===== config.mk =====
export PLATFORM = sky130hd
export DESIGN_NAME = rc4_encrypt
export DESIGN_NICKNAME = d
export VERILOG_FILES = /design/src/rtl/rc4_pkg.sv /design/src/rtl/rc4_encrypt.sv
export SDC_FILE = /design/constraint.sdc
export NUM_CORES = 1
export LEC_CHECK = 0
export BUFFER_PORTS_ARGS = -buffer_cell sky130_fd_sc_hd__buf_2
export CAP_MARGIN = 25
export CORE_ASPECT_RATIO = 1.25
export CORE_MARGIN = 3
export CORE_UTILIZATION = 30
export DETAILED_ROUTE_END_ITERATION = 8
export SYNTH_ARGS = -nofsm -noshare
export SYNTH_HDL_FRONTEND = slang
export SYNTH_SLANG_ARGS = --single-unit

===== constraint.sdc =====
create_clock -name clk -period 4.85 [get_ports clk]
set_input_delay 0.97 -clock clk [delete_from_list [all_inputs] [get_ports clk]]
set_output_delay 0.97 -clock clk [all_outputs]
set_load 0.005 [all_outputs]

===== src/rtl/rc4_pkg.sv =====
// Shared types, sizing constants and the key-byte selector for the RC4 encryptor.
package rc4_pkg;

  typedef enum logic [2:0] {
    ST_IDLE,
    ST_INIT,
    ST_KSA,
    ST_LEN,
    ST_PRGA,
    ST_DONE
  } state_t;

  localparam int S_SIZE      = 256;
  localparam int KEY_BYTES   = 3;
  localparam int INIT_CYCLES = 256;
  localparam int KSA_CYC     = 5;
  localparam int PRGA_CYC    = 6;

  // Key byte 0 is the most significant byte of the 24-bit key.
  function automatic logic [7:0] keybyte(input logic [23:0] key, input logic [1:0] idx);
    case (idx)
      2'd0:    return key[23:16];
      2'd1:    return key[15:8];
      default: return key[7:0];
    endcase
  endfunction

endpackage


===== src/rtl/rc4_encrypt.sv =====
// Length-prefixed RC4 encryptor: fills the external S-box, runs KSA and PRGA,
// and writes ct[0]=L followed by L ciphertext bytes.
//
// state | meaning
// IDLE  | rdy=1, waiting for en; key latched on accept
// INIT  | s[i]=i for i=0..255, one write per cycle
// KSA   | key schedule, 5 cycles per i (read, read, capture, swap, swap)
// LEN   | read pt[0], write it to ct[0]
// PRGA  | 6 cycles per byte: swap, then pad read after both swap writes
// DONE  | one quiet cycle before returning to IDLE
//
// Read data arrives one cycle after the address, so the cycle that captures a
// read may steer the next address combinationally from the read data. Address
// and data outputs hold their last driven value outside the cycles that use them.
module rc4_encrypt
  import rc4_pkg::*;
(
  input  logic        clk,
  input  logic        rst_n,
  input  logic        en,
  output logic        rdy,
  input  logic [23:0] key,
  output logic [7:0]  s_addr,
  input  logic [7:0]  s_rddata,
  output logic [7:0]  s_wrdata,
  output logic        s_wren,
  output logic [7:0]  pt_addr,
  input  logic [7:0]  pt_rddata,
  output logic [7:0]  ct_addr,
  output logic [7:0]  ct_wrdata,
  output logic        ct_wren
);

  state_t      state, state_n;
  logic [2:0]  ph, ph_n;
  logic [7:0]  i, i_n, j, j_n, k, k_n, len, len_n;
  logic [7:0]  si, si_n, sj, sj_n, ptk, ptk_n;
  logic [1:0]  kidx, kidx_n;
  logic [23:0] key_q, key_n;
  logic        rdy_q;
  logic [7:0]  s_addr_q, s_wrdata_q, pt_addr_q, ct_addr_q, ct_wrdata_q;

  assign rdy = rdy_q;

  // Next-state, datapath updates and memory port drive for the current cycle.
  always_comb begin
    state_n   = state;
    ph_n      = ph;
    i_n       = i;
    j_n       = j;
    k_n       = k;
    len_n     = len;
    si_n      = si;
    sj_n      = sj;
    ptk_n     = ptk;
    kidx_n    = kidx;
    key_n     = key_q;
    s_addr    = s_addr_q;
    s_wrdata  = s_wrdata_q;
    s_wren    = 1'b0;
    pt_addr   = pt_addr_q;
    ct_addr   = ct_addr_q;
    ct_wrdata = ct_wrdata_q;
    ct_wren   = 1'b0;

    case (state)
      ST_IDLE: begin
        if (en) begin
          key_n   = key;
          i_n     = 8'd0;
          j_n     = 8'd0;
          kidx_n  = 2'd0;
          ph_n    = 3'd0;
          state_n = ST_INIT;
        end
      end

      ST_INIT: begin
        s_addr   = i;
        s_wrdata = i;
        s_wren   = 1'b1;
        i_n      = i + 8'd1;
        if (i == 8'(INIT_CYCLES - 1)) state_n = ST_KSA;
      end

      ST_KSA: begin
        ph_n = (ph == 3'(KSA_CYC - 1)) ? 3'd0 : ph + 3'd1;
        case (ph)
          3'd0: s_addr = i;
          3'd1: begin
            si_n   = s_rddata;
            j_n    = j + s_rddata + keybyte(key_q, kidx);
            s_addr = j_n;
          end
          3'd2: sj_n = s_rddata;
          3'd3: begin
            s_addr   = i;
            s_wrdata = sj;
            s_wren   = 1'b1;
          end
          default: begin
            s_addr   = j;
            s_wrdata = si;
            s_wren   = 1'b1;
            i_n      = i + 8'd1;
            kidx_n   = (kidx == 2'(KEY_BYTES - 1)) ? 2'd0 : kidx + 2'd1;
            if (i == 8'(S_SIZE - 1)) state_n = ST_LEN;
          end
        endcase
      end

      ST_LEN: begin
        if (ph == 3'd0) begin
          pt_addr = 8'd0;
          ph_n    = 3'd1;
        end else begin
          len_n     = pt_rddata;
          ct_addr   = 8'd0;
          ct_wrdata = pt_rddata;
          ct_wren   = 1'b1;
          i_n       = 8'd0;
          j_n       = 8'd0;
          k_n       = 8'd1;
          ph_n      = 3'd0;
          state_n   = (pt_rddata == 8'd0) ? ST_DONE : ST_PRGA;
        end
      end

      ST_PRGA: begin
        ph_n = (ph == 3'(PRGA_CYC - 1)) ? 3'd0 : ph + 3'd1;
        case (ph)
          3'd0: begin
            i_n    = i + 8'd1;
            s_addr = i_n;
          end
          3'd1: begin
            si_n   = s_rddata;
            j_n    = j + s_rddata;
            s_addr = j_n;
          end
          3'd2: begin
            sj_n     = s_rddata;
            s_addr   = i;
            s_wrdata = s_rddata;
            s_wren   = 1'b1;
          end
          3'd3: begin
            s_addr   = j;
            s_wrdata = si;
            s_wren   = 1'b1;
            pt_addr  = k;
          end
          3'd4: begin
            ptk_n  = pt_rddata;
            s_addr = si + sj;
          end
          default: begin
            ct_addr   = k;
            ct_wrdata = ptk ^ s_rddata;
            ct_wren   = 1'b1;
            k_n       = k + 8'd1;
            if (k == len) state_n = ST_DONE;
          end
        endcase
      end

      ST_DONE: state_n = ST_IDLE;

      default: state_n = ST_IDLE;
    endcase
  end

  // State, datapath registers, held port values and the registered ready flag.
  always_ff @(posedge clk or negedge rst_n) begin
    if (!rst_n) begin
      state       <= ST_IDLE;
      ph          <= 3'd0;
      i           <= 8'd0;
      j           <= 8'd0;
      k           <= 8'd0;
      len         <= 8'd0;
      si          <= 8'd0;
      sj          <= 8'd0;
      ptk         <= 8'd0;
      kidx        <= 2'd0;
      key_q       <= 24'd0;
      rdy_q       <= 1'b1;
      s_addr_q    <= 8'd0;
      s_wrdata_q  <= 8'd0;
      pt_addr_q   <= 8'd0;
      ct_addr_q   <= 8'd0;
      ct_wrdata_q <= 8'd0;
    end else begin
      state       <= state_n;
      ph          <= ph_n;
      i           <= i_n;
      j           <= j_n;
      k           <= k_n;
      len         <= len_n;
      si          <= si_n;
      sj          <= sj_n;
      ptk         <= ptk_n;
      kidx        <= kidx_n;
      key_q       <= key_n;
      rdy_q       <= (state_n == ST_IDLE);
      s_addr_q    <= s_addr;
      s_wrdata_q  <= s_wrdata;
      pt_addr_q   <= pt_addr;
      ct_addr_q   <= ct_addr;
      ct_wrdata_q <= ct_wrdata;
    end
  end

endmodule


After elaboration in Yosys (flattened, before gate mapping)
Index checks and enable logic that the tools add are counted.
{"block": "word_totals", "regBits": 129, "inputBits": 43, "output_inout_bits": 43}
{"block": "classes", "n_addsub": 7, "n_eq_ne": 20, "mux": 53, "bitwise_logic": 2, "n_reduce_logical": 25}
{"operator": "8-bit two-way mux", "n": 16}
{"operator": "8-bit one-hot mux with 2 select lines", "n": 7}
{"operator": "8-bit one-hot mux with 5 select lines", "n": 2}
{"operator": "8-bit one-hot mux with 3 select lines", "n": 3}
{"operator": "8-bit one-hot mux with 4 select lines", "n": 1}
{"operator": "3-bit two-way mux", "n": 10}
{"operator": "8-bit adder", "n": 3}
{"operator": "8-bit by 1-bit adder with 8-bit output, second input constant", "n": 2}
{"operator": "3-bit one-hot mux with 5 select lines", "n": 1}
{"operator": "2-bit inequality test, second input constant", "n": 7}
{"operator": "3-bit by 2-bit equality test with 1-bit output, second input constant", "n": 4}
{"operator": "3-bit one-hot mux with 4 select lines", "n": 1}
{"operator": "2-bit AND reduction", "n": 6}
{"operator": "5-bit AND reduction", "n": 2}
{"operator": "3-bit equality test, second input constant", "n": 3}
{"operator": "3-bit zero test", "n": 3}
{"operator": "8-bit equality test", "n": 1}
{"operator": "8-bit equality test, second input constant", "n": 1}
{"operator": "8-bit zero test", "n": 1}
{"operator": "8-bit XOR", "n": 1}
{"operator": "3-bit by 1-bit equality test with 1-bit output, second input constant", "n": 2}
{"operator": "1-bit two-way mux", "n": 6}
{"operator": "2-bit two-way mux", "n": 3}
{"operator": "3-bit AND reduction", "n": 2}
{"operator": "16 further kinds", "n": 19}

Depth between registers and ports, before layout
{"block": "logic_depth", "ltp_word": 7, "mapped_depth": 12, "ltp_nobuf": 12}

Least setup slack after synthesis
No wires, ideal clock.
{"block": "synth_path", "path_kind": "input port to output port", "start": "input s_rddata[0]", "end": "output s_addr[6]", "arrival_time_ns": 3.541, "t_required_ns": 3.880, "setup_slack_ns": 0.339, "path_stages": 12, "path_buffers": 0, "cell_sequence": "ha_1 > fa_1 > a211oi_1 > or3b_2 > nand3_1 > ha_1 > nor2b_1 > or3b_2 > nand3_1 > a211oi_1 > a21oi_1 > a2bb2oi_1"}
{"block": "synth_via", "elab_chain_cells": 4, "word_cells_on_any_way": 5, "classes_between": "add/sub: 2; mux: 3"}
{"element": "start, declared", "line": "rc4_encrypt.sv:24", "rtl": "input logic [7:0] s_rddata,"}
{"element": "8-bit adder (*)", "line": "rc4_encrypt.sv:92, rc4_encrypt.sv:138"}
{"element": "8-bit adder", "line": "rc4_encrypt.sv:92", "rtl": "j_n = j + s_rddata + keybyte(key_q, kidx);"}
{"element": "8-bit one-hot mux with 3 select lines", "line": "rc4_encrypt.sv:88", "rtl": "case (ph)"}
{"element": "8-bit one-hot mux with 3 select lines (*)", "line": "rc4_encrypt.sv:66", "rtl": "case (state)"}
{"element": "end, declared", "line": "rc4_encrypt.sv:23", "rtl": "output logic [7:0] s_addr,"}
Mark *: on every way between the ends. The rest lies on a longest branch, timed or not.

Worst setup path after layout
{"block": "layout_path", "start": "input s_rddata[0]", "end": "output s_addr[7]"}
Same word-level chain as after synthesis.

==> flow_metrics.env <==
export IMPL_cts_root_buf="clkbuf_16"
export IMPL_p_clk_frac=0.221
export IMPL_nFillCells=2469
export IMPL_synth_compound_area_frac=0.2102
export IMPL_ant_nets=0
export IMPL_netSwitchingFraction=0.4070
export IMPL_synth_enable_flop_cells=0
export IMPL_ys_flop_type="dfrtp_1"
export IMPL_cts_sinks=129
export IMPL_hold_path_class="in -> async"
export IMPL_p_sw_uw=2288
export IMPL_vias=6644
export IMPL_p_int_uw=3333
export IMPL_critical_path_class="in -> out"
export IMPL_crit_path_start_kind="input port"
export IMPL_synth_cell_types=67
export IMPL_die_area_um2=27380
export IMPL_seqPwrFrac=0.290
export IMPL_wl_per_cell_um=18.75
export IMPL_skew_ns=0.007668
export IMPL_chipWidth_um=148.6
export IMPL_synthXorXnorAreaFrac=0.04480
export IMPL_tightestPinTransition_ns=0.9474
export IMPL_slew_limit_headroom=0.3642
export IMPL_die_h_um=184.2
export IMPL_grt_max_degree=104
export IMPL_cap_violations=0
export IMPL_power_density_nw_per_um2=602.0
export IMPL_max_clock_path_buffers=2
export IMPL_synth_fa_ha_area_frac=0.05382
export IMPL_largest_reg_flops=24
export IMPL_layout_common_cells="dfrtp_1, nand2_1, buf_2"
export IMPL_core_area_um2=24740
export IMPL_worst_endpoint_required_ns=3.88
export IMPL_drive_gt1_frac=0.2610
export IMPL_drt_first_pass_iters=5
export IMPL_fin_nets=969
export IMPL_gp_congestion=0.8907
export IMPL_gr_usage_all_layers=0.1699
export IMPL_max_freq_ghz=0.2108
export IMPL_post_route_period_util=0.9781
export IMPL_clk_latency_ns=0.42
export IMPL_holdWs_ns=0.3378
export IMPL_hold_viol_final=0
export IMPL_synthMuxAreaShare=0.08812
export IMPL_drtIter0Drc=583
export IMPL_syn_area_um2=7625
export IMPL_power_uw=5620
export IMPL_outcome="completed"
export IMPL_first_global_vias=6535
export IMPL_ys_seq_area_frac=0.4235
export IMPL_grt_overflow=0
export IMPL_cts_hold_buffers=0
export IMPL_synth_net_count=866
export IMPL_top_register="key_q"
export IMPL_finalCriticalPeriod_ns=4.744
export IMPL_rows=64
export IMPL_drt_wl_total_mm=23.23
export IMPL_yosysWarnings=0
export IMPL_path_max_fanout=5
export IMPL_final_core_util=0.3773
export IMPL_grt_pass1_wl_mm=36.34
export IMPL_placed_cells=1202
export IMPL_power_leakage_uw=0.004197
export IMPL_synth_seq_cells=129
export IMPL_cts_buffers=17
export IMPL_dp_hpwl_mm=16.70
export IMPL_clkTransAtPathRegs_ns=0.06
export IMPL_cts_tree="yes"
export IMPL_drc_errors=0
export IMPL_ios=86
export IMPL_finalSetupViolations=0
export IMPL_stdcell_count=1239
export IMPL_synth_top_family_by_area="compound AO/OA/AOI/OAI gates"
export IMPL_cp_arrival_ns=3.77
export IMPL_vias_per_cell=5.362
export IMPL_crit_path_end_kind="primary output"
export IMPL_final_common_cell="dfrtp_1"
export IMPL_io_buffers=85
export IMPL_cts_max_level=4
export IMPL_p_comb_frac=0.490
export IMPL_antenna_found_initial=1
export IMPL_irDropWorstVdd_mv=0.3666
export IMPL_slew_violations=0
export IMPL_async_flop_share=1.000
export IMPL_area_delta_synth_final_pct=22.45
export IMPL_initial_core_util=0.3082
export IMPL_synth_simple_gate_area_frac=0.1457
export IMPL_synthCells=792
export IMPL_syn_area_per_cell_um2=9.627
-- per-stage QoR --
step / area [um^2] / setup TNS [ns] / setup slack (ns)
3_5_place_dp: 8601 / -0.2718 / -0.1993
6_report: 9336 / 0 / 0.1064
4_1_cts: 9221 / 0 / 0.01205
3_3_place_gp: 8601 / -0.1789 / -0.1539
2_1_floorplan: 7625 / 0 / 0.3385
5_1_grt: 9336 / -0.01837 / -0.01837
-- worst max-delay path, cell delays in order --
cell	delay, ns
buf_6	0.10
ha_4	0.15
fa_2	0.40
a21o_1	0.22
a21oi_2	0.12
xnor2_1	0.15
ha_1	0.33
nand2_1	0.11
o2111ai_2	0.16
o31ai_2	0.23
xnor2_1	0.18
mux2_4	0.34
o211ai_1	0.12
buf_2	0.19
-- kinds of logic (layout without fill, tap and decap cells) --
family,Yosys count,in the layout
AO/OA/AOI/OAI,231,231
XOR/XNOR,39,39
adder cells (fa/ha/maj),31,31
buffers and inverters,65,181
flip-flops,129,129
multiplexers,61,61
other,0,1
AND/OR/NAND/NOR,236,236
-- timing repair --
item,4_1_cts,5_1_grt
setup buffers,2,1
resized for setup,8,17
pin swaps,6,14
setup endpoints to repair,3,3
endpoints found under the hold margin,0,0
gates cloned,0,0
-- path summary, 6_finish.rpt --
check | end | cells past startpoint | start | slack, ns
worst max-delay path | s_addr[7] | 14 | s_rddata[0] | 0.11
worst min-delay path | ct_wrdata_q[3] | 1 | rst_n | 0.34
worst max register to register | s_addr_q[4] | 11 | kidx[0] | 1.64
worst min register to register | ct_wrdata_q[3] | 2 | ct_wrdata_q[3] | 0.48
max in group asynchronous | key_q[18] | 3 | rst_n | 3.48
min in group clk | ct_wrdata_q[3] | 2 | ct_wrdata_q[3] | 0.48
-- Yosys cell counts (5+ instances only) --
cell type	instances	area (um^2)
a21oi_1	53	265.3
o31ai_1	6	45.04
buf_2	11	55.05
mux2i_1	12	120.1
a21o_1	6	45.04
a22o_1	26	227.7
dfrtp_1	128	3203
xnor2_1	11	96.34
nand2b_1	14	87.58
nand3_1	26	130.1
o22ai_1	5	31.28
nor2_1	54	202.7
clkbuf_1	33	123.9
inv_1	19	71.32
o21ai_1	7	35.03
a211oi_1	6	45.04
a22oi_1	22	165.2
o21ai_0	38	190.2
nand2_1	97	364.1
a221oi_1	8	70.07
xor2_1	28	245.2
nor2b_1	7	43.79
ha_1	28	350.3
mux2_2	44	495.5
and3_1	7	43.79
o211ai_1	12	90.09
mux2_1	5	56.30
a222oi_1	10	100.1
-- metal layers --
| layer | vias up | GRT usage | part of all wire |
|---|---|---|---|
| met3 | 43 | 0.03542 | 0.066 |
| li1 | 3115 | - | - |
| met1 | 3224 | 0.2240 | 0.43 |
| met4 | 0 | 0.07579 | 0.033 |
| met5 | - | 0 | 0 |
| met2 | 262 | 0.2696 | 0.47 |
-- power groups by stage --
stage               registers, uW  logic [uW]  clock network [uW]
finish                       1630        2750                1240
global placement             1630        2480                   0
CTS                          1620        2600                1270
detailed placement           1640        2520                   0
floorplan                    1460        1740                   0
global route                 1660        3010                1310
-- cell type report --
cell class / instances / area (um^2) / share of cell area
Clock inverter: 8 / 78.83 / 0.008443
Multi-Input combinational cell: 598 / 4258 / 0.4560
Clock buffer: 24 / 491.7 / 0.05267
Tap cell: 330 / 412.9 / 0.04422
Antenna cell: 1 / 2.502 / 0.0002680
Inverter: 20 / 75.07 / 0.008041
Timing Repair Buffer: 129 / 788.3 / 0.08443
Sequential cell: 129 / 3229 / 0.3459
Power figures use the tool's default switching activity.
